<file path="src/rtl/mem_port_arbiter_if.sv">
// rtl/mem_port_arbiter_if.sv - pipeline IF/MEM and memory-side signals of the memory port arbiter
interface mem_port_arbiter_if #(
    parameter int AW = 32,
    parameter int DW = 32
);
    logic            if_req;
    logic [AW-1:0]   if_addr;
    logic            if_flush;
    logic [DW-1:0]   if_rdata;
    logic            if_valid;
    logic            if_stall;

    logic            d_req;
    logic            d_we;
    logic [AW-1:0]   d_addr;
    logic [DW-1:0]   d_wdata;
    logic [DW/8-1:0] d_be;
    logic [DW-1:0]   d_rdata;
    logic            d_valid;
    logic            d_stall;

    logic            m_req;
    logic            m_we;
    logic [AW-1:0]   m_addr;
    logic [DW-1:0]   m_wdata;
    logic [DW/8-1:0] m_be;
    logic [DW-1:0]   m_rdata;
    logic            m_ready;
    logic            bus_err;

    modport slave (
        input  if_req, if_addr, if_flush, d_req, d_we, d_addr, d_wdata, d_be, m_rdata, m_ready,
        output if_rdata, if_valid, if_stall, d_rdata, d_valid, d_stall,
               m_req, m_we, m_addr, m_wdata, m_be, bus_err
    );

    modport master (
        output if_req, if_addr, if_flush, d_req, d_we, d_addr, d_wdata, d_be, m_rdata, m_ready,
        input  if_rdata, if_valid, if_stall, d_rdata, d_valid, d_stall,
               m_req, m_we, m_addr, m_wdata, m_be, bus_err
    );
endinterface

</file>
<file path="src/rtl/mem_port_arbiter.sv">
// rtl/mem_port_arbiter.sv - IF/MEM arbiter for one single-ported memory; MEM_ARB_TIMEOUT_EN adds busy abort
// MEM stage has priority; a streak limiter hands the port to IF after IF_STARVE_MAX back-to-back D grants.
module mem_port_arbiter #(
    parameter int AW             = 32,
    parameter int DW             = 32,
    parameter int IF_STARVE_MAX  = 4,
    parameter int TIMEOUT_CYCLES = 64
) (
    input  logic              clk,
    input  logic              rstn,
    mem_port_arbiter_if.slave bus
);
    localparam int BW = DW / 8;
    localparam int SW = $clog2(IF_STARVE_MAX + 1);

    typedef enum logic [1:0] {IDLE, IF_BUSY, D_BUSY} state_e;

    state_e          state_q, state_d;
    logic            m_req_q, m_req_d;
    logic            m_we_q, m_we_d;
    logic [AW-1:0]   m_addr_q, m_addr_d;
    logic [DW-1:0]   m_wdata_q, m_wdata_d;
    logic [BW-1:0]   m_be_q, m_be_d;
    logic [DW-1:0]   rdata_q, rdata_d;
    logic            if_valid_q, if_valid_d;
    logic            d_valid_q, d_valid_d;
    logic            drop_q, drop_d;
    logic [SW-1:0]   streak_q, streak_d;

    logic if_elig, d_elig, gap, grant_if, grant_d, done, abort, finish;

`ifdef MEM_ARB_TIMEOUT_EN
    localparam int CW = $clog2(TIMEOUT_CYCLES + 1);
    logic [CW-1:0] busy_cnt_q, busy_cnt_d;
    logic          bus_err_q, bus_err_d;
    assign abort = (state_q != IDLE) && !bus.m_ready && (busy_cnt_q == CW'(TIMEOUT_CYCLES - 1));
    assign bus.bus_err = bus_err_q;
`else
    assign abort = 1'b0;
    assign bus.bus_err = 1'b0;
`endif

    // A completion pulse cycle is the mandatory idle gap between transactions,
    // which is what lets a continuously requesting MEM stage build up a streak.
    assign if_elig  = bus.if_req && !if_valid_q && !bus.if_flush;
    assign d_elig   = bus.d_req && !d_valid_q;
    assign gap      = if_valid_q || d_valid_q;
    assign grant_if = (state_q == IDLE) && !gap && if_elig &&
                      (!d_elig || streak_q == SW'(IF_STARVE_MAX));
    assign grant_d  = (state_q == IDLE) && !gap && d_elig && !grant_if;
    assign done     = (state_q != IDLE) && bus.m_ready;
    assign finish   = done || abort;

    always_ff @(posedge clk) begin
        if (!rstn) begin
            state_q    <= IDLE;
            m_req_q    <= 1'b0;
            m_we_q     <= 1'b0;
            m_addr_q   <= '0;
            m_wdata_q  <= '0;
            m_be_q     <= '0;
            rdata_q    <= '0;
            if_valid_q <= 1'b0;
            d_valid_q  <= 1'b0;
            drop_q     <= 1'b0;
            streak_q   <= '0;
`ifdef MEM_ARB_TIMEOUT_EN
            busy_cnt_q <= '0;
            bus_err_q  <= 1'b0;
`endif
        end else begin
            state_q    <= state_d;
            m_req_q    <= m_req_d;
            m_we_q     <= m_we_d;
            m_addr_q   <= m_addr_d;
            m_wdata_q  <= m_wdata_d;
            m_be_q     <= m_be_d;
            rdata_q    <= rdata_d;
            if_valid_q <= if_valid_d;
            d_valid_q  <= d_valid_d;
            drop_q     <= drop_d;
            streak_q   <= streak_d;
`ifdef MEM_ARB_TIMEOUT_EN
            busy_cnt_q <= busy_cnt_d;
            bus_err_q  <= bus_err_d;
`endif
        end
    end

    always_comb begin
        state_d = state_q;
        unique case (state_q)
            IDLE: begin
                if (grant_if)     state_d = IF_BUSY;
                else if (grant_d) state_d = D_BUSY;
            end
            IF_BUSY, D_BUSY: begin
                if (finish) state_d = IDLE;
            end
            default: state_d = IDLE;
        endcase
    end

    always_comb begin
        m_req_d    = m_req_q;
        m_we_d     = m_we_q;
        m_addr_d   = m_addr_q;
        m_wdata_d  = m_wdata_q;
        m_be_d     = m_be_q;
        rdata_d    = rdata_q;
        if_valid_d = 1'b0;
        d_valid_d  = 1'b0;
        drop_d     = drop_q;
        streak_d   = streak_q;

        if (grant_if) begin
            m_req_d  = 1'b1;
            m_we_d   = 1'b0;
            m_addr_d = bus.if_addr;
            m_be_d   = '0;
            streak_d = '0;
        end else if (grant_d) begin
            m_req_d   = 1'b1;
            m_we_d    = bus.d_we;
            m_addr_d  = bus.d_addr;
            m_wdata_d = bus.d_wdata;
            m_be_d    = bus.d_be;
            if (!bus.if_req)                        streak_d = '0;
            else if (streak_q != SW'(IF_STARVE_MAX)) streak_d = streak_q + SW'(1);
        end

        if (state_q == IF_BUSY && bus.if_flush) drop_d = 1'b1;

        // A flushed fetch still runs to completion at the memory; only its pulse is dropped.
        if (finish) begin
            m_req_d    = 1'b0;
            rdata_d    = done ? bus.m_rdata : DW'(32'hDEAD_BEEF);
            if_valid_d = (state_q == IF_BUSY) && !drop_q && !bus.if_flush;
            d_valid_d  = (state_q == D_BUSY);
            drop_d     = 1'b0;
        end
    end

`ifdef MEM_ARB_TIMEOUT_EN
    always_comb begin
        busy_cnt_d = (state_q == IDLE) ? '0 : busy_cnt_q + CW'(1);
        bus_err_d  = bus_err_q | abort;
    end
`endif

    assign bus.m_req    = m_req_q;
    assign bus.m_we     = m_we_q;
    assign bus.m_addr   = m_addr_q;
    assign bus.m_wdata  = m_wdata_q;
    assign bus.m_be     = m_be_q;
    assign bus.if_rdata = rdata_q;
    assign bus.d_rdata  = rdata_q;
    assign bus.if_valid = if_valid_q;
    assign bus.d_valid  = d_valid_q;
    assign bus.if_stall = bus.if_req && !if_valid_q;
    assign bus.d_stall  = bus.d_req && !d_valid_q;
endmodule

</file>
<file path="src/flat_wrapper.sv">
// flat-port wrapper written by rule: the top's interface ports become plain ports
module mem_port_arbiter_flat 
#(
    parameter int AW             = 32,
    parameter int DW             = 32,
    parameter int IF_STARVE_MAX  = 4,
    parameter int TIMEOUT_CYCLES = 64
)
  (clk, rstn, bus_if_req, bus_if_addr, bus_if_flush, bus_d_req, bus_d_we, bus_d_addr, bus_d_wdata, bus_d_be, bus_m_rdata, bus_m_ready, bus_if_rdata, bus_if_valid, bus_if_stall, bus_d_rdata, bus_d_valid, bus_d_stall, bus_m_req, bus_m_we, bus_m_addr, bus_m_wdata, bus_m_be, bus_bus_err);
  mem_port_arbiter_if #(.AW(AW), .DW(DW)) bus_i ();
  input  logic clk;
  input  logic rstn;
  input wire logic [$bits(bus_i.if_req)-1:0] bus_if_req;
  input wire logic [$bits(bus_i.if_addr)-1:0] bus_if_addr;
  input wire logic [$bits(bus_i.if_flush)-1:0] bus_if_flush;
  input wire logic [$bits(bus_i.d_req)-1:0] bus_d_req;
  input wire logic [$bits(bus_i.d_we)-1:0] bus_d_we;
  input wire logic [$bits(bus_i.d_addr)-1:0] bus_d_addr;
  input wire logic [$bits(bus_i.d_wdata)-1:0] bus_d_wdata;
  input wire logic [$bits(bus_i.d_be)-1:0] bus_d_be;
  input wire logic [$bits(bus_i.m_rdata)-1:0] bus_m_rdata;
  input wire logic [$bits(bus_i.m_ready)-1:0] bus_m_ready;
  output wire logic [$bits(bus_i.if_rdata)-1:0] bus_if_rdata;
  output wire logic [$bits(bus_i.if_valid)-1:0] bus_if_valid;
  output wire logic [$bits(bus_i.if_stall)-1:0] bus_if_stall;
  output wire logic [$bits(bus_i.d_rdata)-1:0] bus_d_rdata;
  output wire logic [$bits(bus_i.d_valid)-1:0] bus_d_valid;
  output wire logic [$bits(bus_i.d_stall)-1:0] bus_d_stall;
  output wire logic [$bits(bus_i.m_req)-1:0] bus_m_req;
  output wire logic [$bits(bus_i.m_we)-1:0] bus_m_we;
  output wire logic [$bits(bus_i.m_addr)-1:0] bus_m_addr;
  output wire logic [$bits(bus_i.m_wdata)-1:0] bus_m_wdata;
  output wire logic [$bits(bus_i.m_be)-1:0] bus_m_be;
  output wire logic [$bits(bus_i.bus_err)-1:0] bus_bus_err;
  assign bus_i.if_req = bus_if_req;
  assign bus_i.if_addr = bus_if_addr;
  assign bus_i.if_flush = bus_if_flush;
  assign bus_i.d_req = bus_d_req;
  assign bus_i.d_we = bus_d_we;
  assign bus_i.d_addr = bus_d_addr;
  assign bus_i.d_wdata = bus_d_wdata;
  assign bus_i.d_be = bus_d_be;
  assign bus_i.m_rdata = bus_m_rdata;
  assign bus_i.m_ready = bus_m_ready;
  assign bus_if_rdata = bus_i.if_rdata;
  assign bus_if_valid = bus_i.if_valid;
  assign bus_if_stall = bus_i.if_stall;
  assign bus_d_rdata = bus_i.d_rdata;
  assign bus_d_valid = bus_i.d_valid;
  assign bus_d_stall = bus_i.d_stall;
  assign bus_m_req = bus_i.m_req;
  assign bus_m_we = bus_i.m_we;
  assign bus_m_addr = bus_i.m_addr;
  assign bus_m_wdata = bus_i.m_wdata;
  assign bus_m_be = bus_i.m_be;
  assign bus_bus_err = bus_i.bus_err;
  mem_port_arbiter #(.AW(AW), .DW(DW), .IF_STARVE_MAX(IF_STARVE_MAX), .TIMEOUT_CYCLES(TIMEOUT_CYCLES)) u_core (.clk(clk), .rstn(rstn), .bus(bus_i));
endmodule
</file>
<file path="config.mk">
export PLATFORM = sky130hd
export DESIGN_NAME = mem_port_arbiter_flat
export DESIGN_NICKNAME = d
export VERILOG_FILES = /design/src/rtl/mem_port_arbiter_if.sv /design/src/rtl/mem_port_arbiter.sv /design/src/flat_wrapper.sv
export SDC_FILE = /design/constraint.sdc
export NUM_CORES = 1
export LEC_CHECK = 0
export ABC_AREA = 1
export BUFFER_PORTS_ARGS = -buffer_cell sky130_fd_sc_hd__buf_2
export CAP_MARGIN = 20
export CORE_AREA = 3 3 108 110
export CTS_BUF_LIST = sky130_fd_sc_hd__clkbuf_2
export DETAILED_ROUTE_END_ITERATION = 16
export DIE_AREA = 0 0 111 113
export PLACE_DENSITY = 0.77
export SETUP_SLACK_MARGIN = 0.5
export SLEW_MARGIN = 20
export SYNTH_ARGS = -nofsm -noshare
export SYNTH_HDL_FRONTEND = slang
export SYNTH_SLANG_ARGS = --single-unit
</file>
<file path="constraint.sdc">
create_clock -name clk -period 1.9 [get_ports clk]
set_clock_uncertainty 0.1 [all_clocks]
set_input_delay 0.285 -clock clk [delete_from_list [all_inputs] [get_ports clk]]
set_output_delay 0.285 -clock clk [all_outputs]
set_load 0.02 [all_outputs]
</file>
==> summary.md, run 1 <==
| Metric | Value |
|---|---|
| Halt Stage | `5_1_grt` |
| Post-DP HPWL | `9390 um` |
| GPL Wtd Cong | `0.814` |
| Error | `[ERROR GRT-0232] Routing congestion too high. Check the congestion heatmap in the GUI.` |
| Max clock buf depth | `2` |
| CTS buffer count | `9` |
| Register area share after synthesis | `0.493` |
| Antenna violations before repair | `5` |
| Post-GRT worst EP | `u_core.bus.m_addr[14]$_SDFFE_PN0P_/D` |
| Initial Util | `0.414` |
| Status | `stopped before the end` |
| Net Count, Synth | `723` |
| Gr usage total | `0.695` |
| Clk root buf | `clkbuf_2` |
| Cell Area, Synth | `4470 sq um` |
| GRT overflow | `71` |
| IO buf count | `276` |
| Area after DPL | `5780 sq um` |
| Worst_ep kind | `sequential cell input` |
| # IOs | `278` |
| Post-synthesis register bit count | `110` |
| Die width | `111 um` |
| Clock sinks | `110` |
| Yosys cell types | `26` |
| Row count | `38` |
| Largest net degree at the start of global routing | `65` |
| Post-synthesis cell count | `579` |
| Yosys warning count | `0` |
| Die Ht | `113 um` |
| Avg Cell Area, Syn | `7.71 sq um` |
| # H-tree levels | `3` |
## logic make-up after synthesis
kind of cell / after synthesis / synth area share
AO/OA/AOI/OAI: 78 / 0.0961
XOR/XNOR: 1 / 0.00196
adder cells (fa/ha/maj): 5 / 0.0140
buffers and inverters: 86 / 0.114
flip-flops: 110 / 0.493
other: 1 / 0.000840
AND/OR/NAND/NOR: 298 / 0.280
## metal layers
| metal | GRT overflow | global-route usage |
|---|---|---|
| met1 | 0 | 0.672 |
| met2 | 44 | 0.947 |
| met3 | 0 | 0.416 |
| met4 | 27 | 0.810 |
| met5 | 0 | 0.0157 |
## stage by stage
step | setup slack [ns] | util | std cells
4_1_cts | 0.211 | 0.888 | 1167
3_5_place_dp | 0.128 | 0.536 | 936
3_3_place_gp | 0.198 | 0.536 | 936
2_1_floorplan | 0.460 | - | 579
## Yosys cell counts, drive strengths merged
library cell | number | share of area
clkinv | 5 | 0.0048
nor3 | 2 | 0.0034
nand3 | 68 | 0.080
nand4 | 3 | 0.0042
conb | 1 | 0.00084
ha | 5 | 0.014
buf | 56 | 0.088
dfxtp | 110 | 0.49
a21oi | 12 | 0.013
nor4 | 1 | 0.0014
o21ai | 35 | 0.039
nor2 | 69 | 0.060
a31oi | 31 | 0.043
inv | 12 | 0.010
xor2 | 1 | 0.0020
clkbuf | 13 | 0.011
nand2 | 155 | 0.13
## what timing repair did
action,4_1_cts
hold buffers,136
buffers inserted,55
resized for setup,492
hold endpoints to repair,107
pin swaps,19
gates cloned,24
endpoints found under the setup margin,245
==> run 2: changes to the inputs <==
--- a/config.mk
+++ b/config.mk
@@ -8,12 +8,10 @@
 export ABC_AREA = 1
 export BUFFER_PORTS_ARGS = -buffer_cell sky130_fd_sc_hd__buf_2
 export CAP_MARGIN = 20
-export CORE_AREA = 3 3 108 110
-export CTS_BUF_LIST = sky130_fd_sc_hd__clkbuf_2
+export CORE_MARGIN = 3
+export CORE_UTILIZATION = 30
 export DETAILED_ROUTE_END_ITERATION = 16
-export DIE_AREA = 0 0 111 113
-export PLACE_DENSITY = 0.77
-export SETUP_SLACK_MARGIN = 0.5
+export PLACE_DENSITY_LB_ADDON = 0.15
 export SLEW_MARGIN = 20
 export SYNTH_ARGS = -nofsm -noshare
 export SYNTH_HDL_FRONTEND = slang
==> run 2 against run 1 <==
Compared with the run above: the run now ends clean; area after synthesis is the same; synthesized cell count is the same.
==> summary.md, run 2 <==
| Metric | Value |
|---|---|
| Worst skew pair latency | `0.35 ns` |
| Cell taking the most area after synthesis | `dfxtp_1` |
| Sequential cell area | `2200 sq um` |
| Die footprint | `16400 sq um` |
| Hold Path Stages | `3` |
| Number of remaining DRC errors | `0` |
| Crit-path most repeated cell | `inv_1` |
| DR WL met2 | `6920 um` |
| Net Count, Synth | `723 (unchanged)` |
| Most common cell after layout, fill and taps aside | `buf_2` |
| Initial Util | `0.314 (-0.0994)` |
| Multi-input gate area | `1760 sq um` |
| Leakage | `3.20 nW` |
| Layout cell share with drive strength beyond 1 | `0.392` |
| Fin area | `6210 sq um` |
| Row count | `43 (+13%)` |
| Post-CTS Hold Buffers | `0 (-100%)` |
| Clock sinks | `110 (unchanged)` |
| Arrival time at the worst endpoint | `1.92 ns` |
| IO buf count | `276 (unchanged)` |
| Worst min-delay path startpoint | `bus_m_rdata[4]` |
| Max clock buf depth | `2 (unchanged)` |
| Post-synthesis register bit count | `110 (unchanged)` |
| Most frequent cells after synthesis | `154 x nand2_1, 110 x dfxtp_1, 67 x nor2_1` |
| Avg Cell Area, Syn | `7.71 sq um (unchanged)` |
| Crit-path slowest cell | `dfxtp_1` |
| Crit Reg-Reg Startpoint | `u_core.state_q[0]` |
| Final-report max-slew violation count | `0` |
| PD cells | `969 nW/um^2` |
| GPL Wtd Cong | `0.809 (-0.70%)` |
| Largest net degree at the start of global routing | `52` |
| Worst vdd ir | `0.000474 V` |
| Post-DP HPWL | `10500 um (+12%)` |
| Period utilisation layout | `0.917` |
| Register area share after synthesis | `0.493 (unchanged)` |
| CP Capture Type | `flip-flop` |
| CTS buffer count | `9 (unchanged)` |
| Final setup vio count | `0` |
| DR vias/cell | `4.70` |
| Status | `finished, final reports clean` |
| Die Ht | `128 um (+13%)` |
| CTS tree | `yes` |
| FF-to-FF End | `u_core.bus.m_addr[13]` |
| Most frequent cell after synthesis | `nand2_1` |
| WL met1 | `5760 um` |
| P&R area growth vs syn | `38.9%` |
| Synth async-reset ratio | `0 (unchanged)` |
| Synth area leaders | `dfxtp_1 49%, nand2_1 13%, nand3_1 7.4%, buf_4 6.4%, nor2_1 5.6%` |
| Nets | `961` |
| Die width | `128 um (+15%)` |
| Worst R2R Setup Slack | `0.16 ns` |
| Via Count | `4716` |
| GRT overflow | `0` |
| Pre-Repair DR Iteration Count | `4` |
| Final number of hold-violating endpoints | `0` |
| Yosys top cell area share | `0.493 (unchanged)` |
| Post-synthesis cell count | `579 (unchanged)` |
| Most common flop cell mapped by yosys | `dfxtp_1` |
| RSZ-0062 raised after global routing | `no` |
| Reg2Reg Depth | `9` |
| DR iter-0 viols | `165` |
| Yosys warning count | `0 (unchanged)` |
| Max_cap viols | `0` |
| Clk root buf | `clkbuf_16` |
| Detail Route Antenna Nets | `0` |
| # IOs | `278 (unchanged)` |
| Startpoint type of the worst setup path | `flip-flop` |
| Fillers | `1468` |
| Reg clk slew, reported paths | `0.07 ns` |
| Cell Area, Synth | `4470 sq um (unchanged)` |
| WL/cell | `14.2 um` |
| Number of global-route vias before repair | `4425` |
| Detailed Route WL | `14200 um` |
| CP required | `2.08 ns` |
| First-pass GRT wire length | `22000 um` |
| Worst Path Max Fanout | `33` |
| Gr usage total | `0.167` |
| Hold path endpoint | `u_core.bus.d_rdata[4]` |
| Antenna violations before repair | `1` |
| EDFF count, synth | `0 (unchanged)` |
| Min Tclk post-route | `1.74 ns` |
| Hold Crit Class | `in -> reg` |
| Yosys cell types | `26 (unchanged)` |
| Kind of critical path | `reg -> reg` |
| Met3 wire len | `1300 um` |
| Highest routing layer actually used | `met4` |
| CP cell instances | `inv_1 -> ha_1 -> inv_1 -> nor3_2 -> nand3_4 -> clkinv_2 -> buf_12 -> nand2_1 -> a31oi_1` |
| Crit path largest cell delay | `0.33 ns` |
| Area after DPL | `5820 sq um (+0.58%)` |
| Core outline area | `14200 sq um` |
| Commonest non-fill, non-tap cells in the layout | `276 x buf_2, 153 x nand2_1, 109 x dfxtp_1` |
| F_max | `0.574 GHz` |
| Post-Route Setup TNS | `0 ns` |
| # H-tree levels | `3 (unchanged)` |
run 2: power by group:
part / switching, W / internal, W
registers: 0.000117 / 0.00252
clock network: 0.000852 / 0.00110
logic: 0.000896 / 0.000532
run 2: worst max-delay path: cells and delay by family (launching register included):
kind	cells	cell delay, ns
simple gates	3	0.43
buf+inv	4	0.43
flops	1	0.33
fa+ha+maj	1	0.21
compound gates	1	0.16
run 2: worst max path at each step:
stage                       start                     to  slack, ns  cells after the start
6_report        u_core.state_q[0]  u_core.bus.m_addr[13]       0.16                      9
5_1_grt         u_core.state_q[0]  u_core.bus.m_addr[16]      0.006                      9
4_1_cts        u_core.streak_q[0]  u_core.bus.m_addr[21]       0.06                     10
3_5_place_dp   u_core.streak_q[0]   u_core.bus.m_addr[2]       0.01                     10
3_3_place_gp   u_core.streak_q[0]     u_core.bus.m_be[1]       0.11                     10
2_1_floorplan  u_core.streak_q[0]  u_core.bus.m_wdata[1]       0.28                     10
run 2: stage by stage:
step	utilization	hold WS (ns)	setup WS, ns	power (W)	instances
finish	0.437	0.0580	0.159	0.00602	1004
detailed placement	0.410	0.312	0.0106	0.00408	981
CTS	0.432	0.0417	0.0566	0.00607	997
global route	0.437	0.0446	0.00634	0.00636	1003
floorplan	-	0.262	0.284	0.00356	579
global placement	0.410	0.311	0.106	0.00406	981
run 2: cells by family (layout without fill, tap and decap cells):
family                     count (synthesis)  count (layout)  share of synthesized area
AOI/OAI and AO/OA                         78              78                     0.0961
adders and majority gates                  5               5                     0.0140
DFF                                      110             110                      0.493
and+or+nand+nor                          298             298                      0.280
xor gates and xnor gates                   1               1                    0.00196
buffers and inverters                     86             329                      0.114
other                                      1               3                   0.000840
run 2: layout make-up:
cell class | instances | share of cell area
clock buffer | 12 | 0.0413
inverter | 17 | 0.0117
antenna | 2 | 0.000806
timing repair buffer | 296 | 0.262
clock inverter | 4 | 0.00887
tap | 180 | 0.0363
sequential | 110 | 0.355
multi-input combinational | 383 | 0.284
run 2: metal layers:
layer,global-route usage,up-vias
met5,0,-
met4,0.0518,0
met3,0.0596,19
met2,0.288,213
met1,0.193,2139
li1,-,2345
run 2: what timing repair did:
| action | in CTS | in global routing |
|---|---|---|
| gates cloned | 0 | 1 |
| pin swaps | 0 | 1 |
| buffers inserted | 0 | 4 |
| setup endpoints to repair | 14 | 60 |
| gates resized for setup | 1 | 13 |
(Power assumes the default switching activity.)
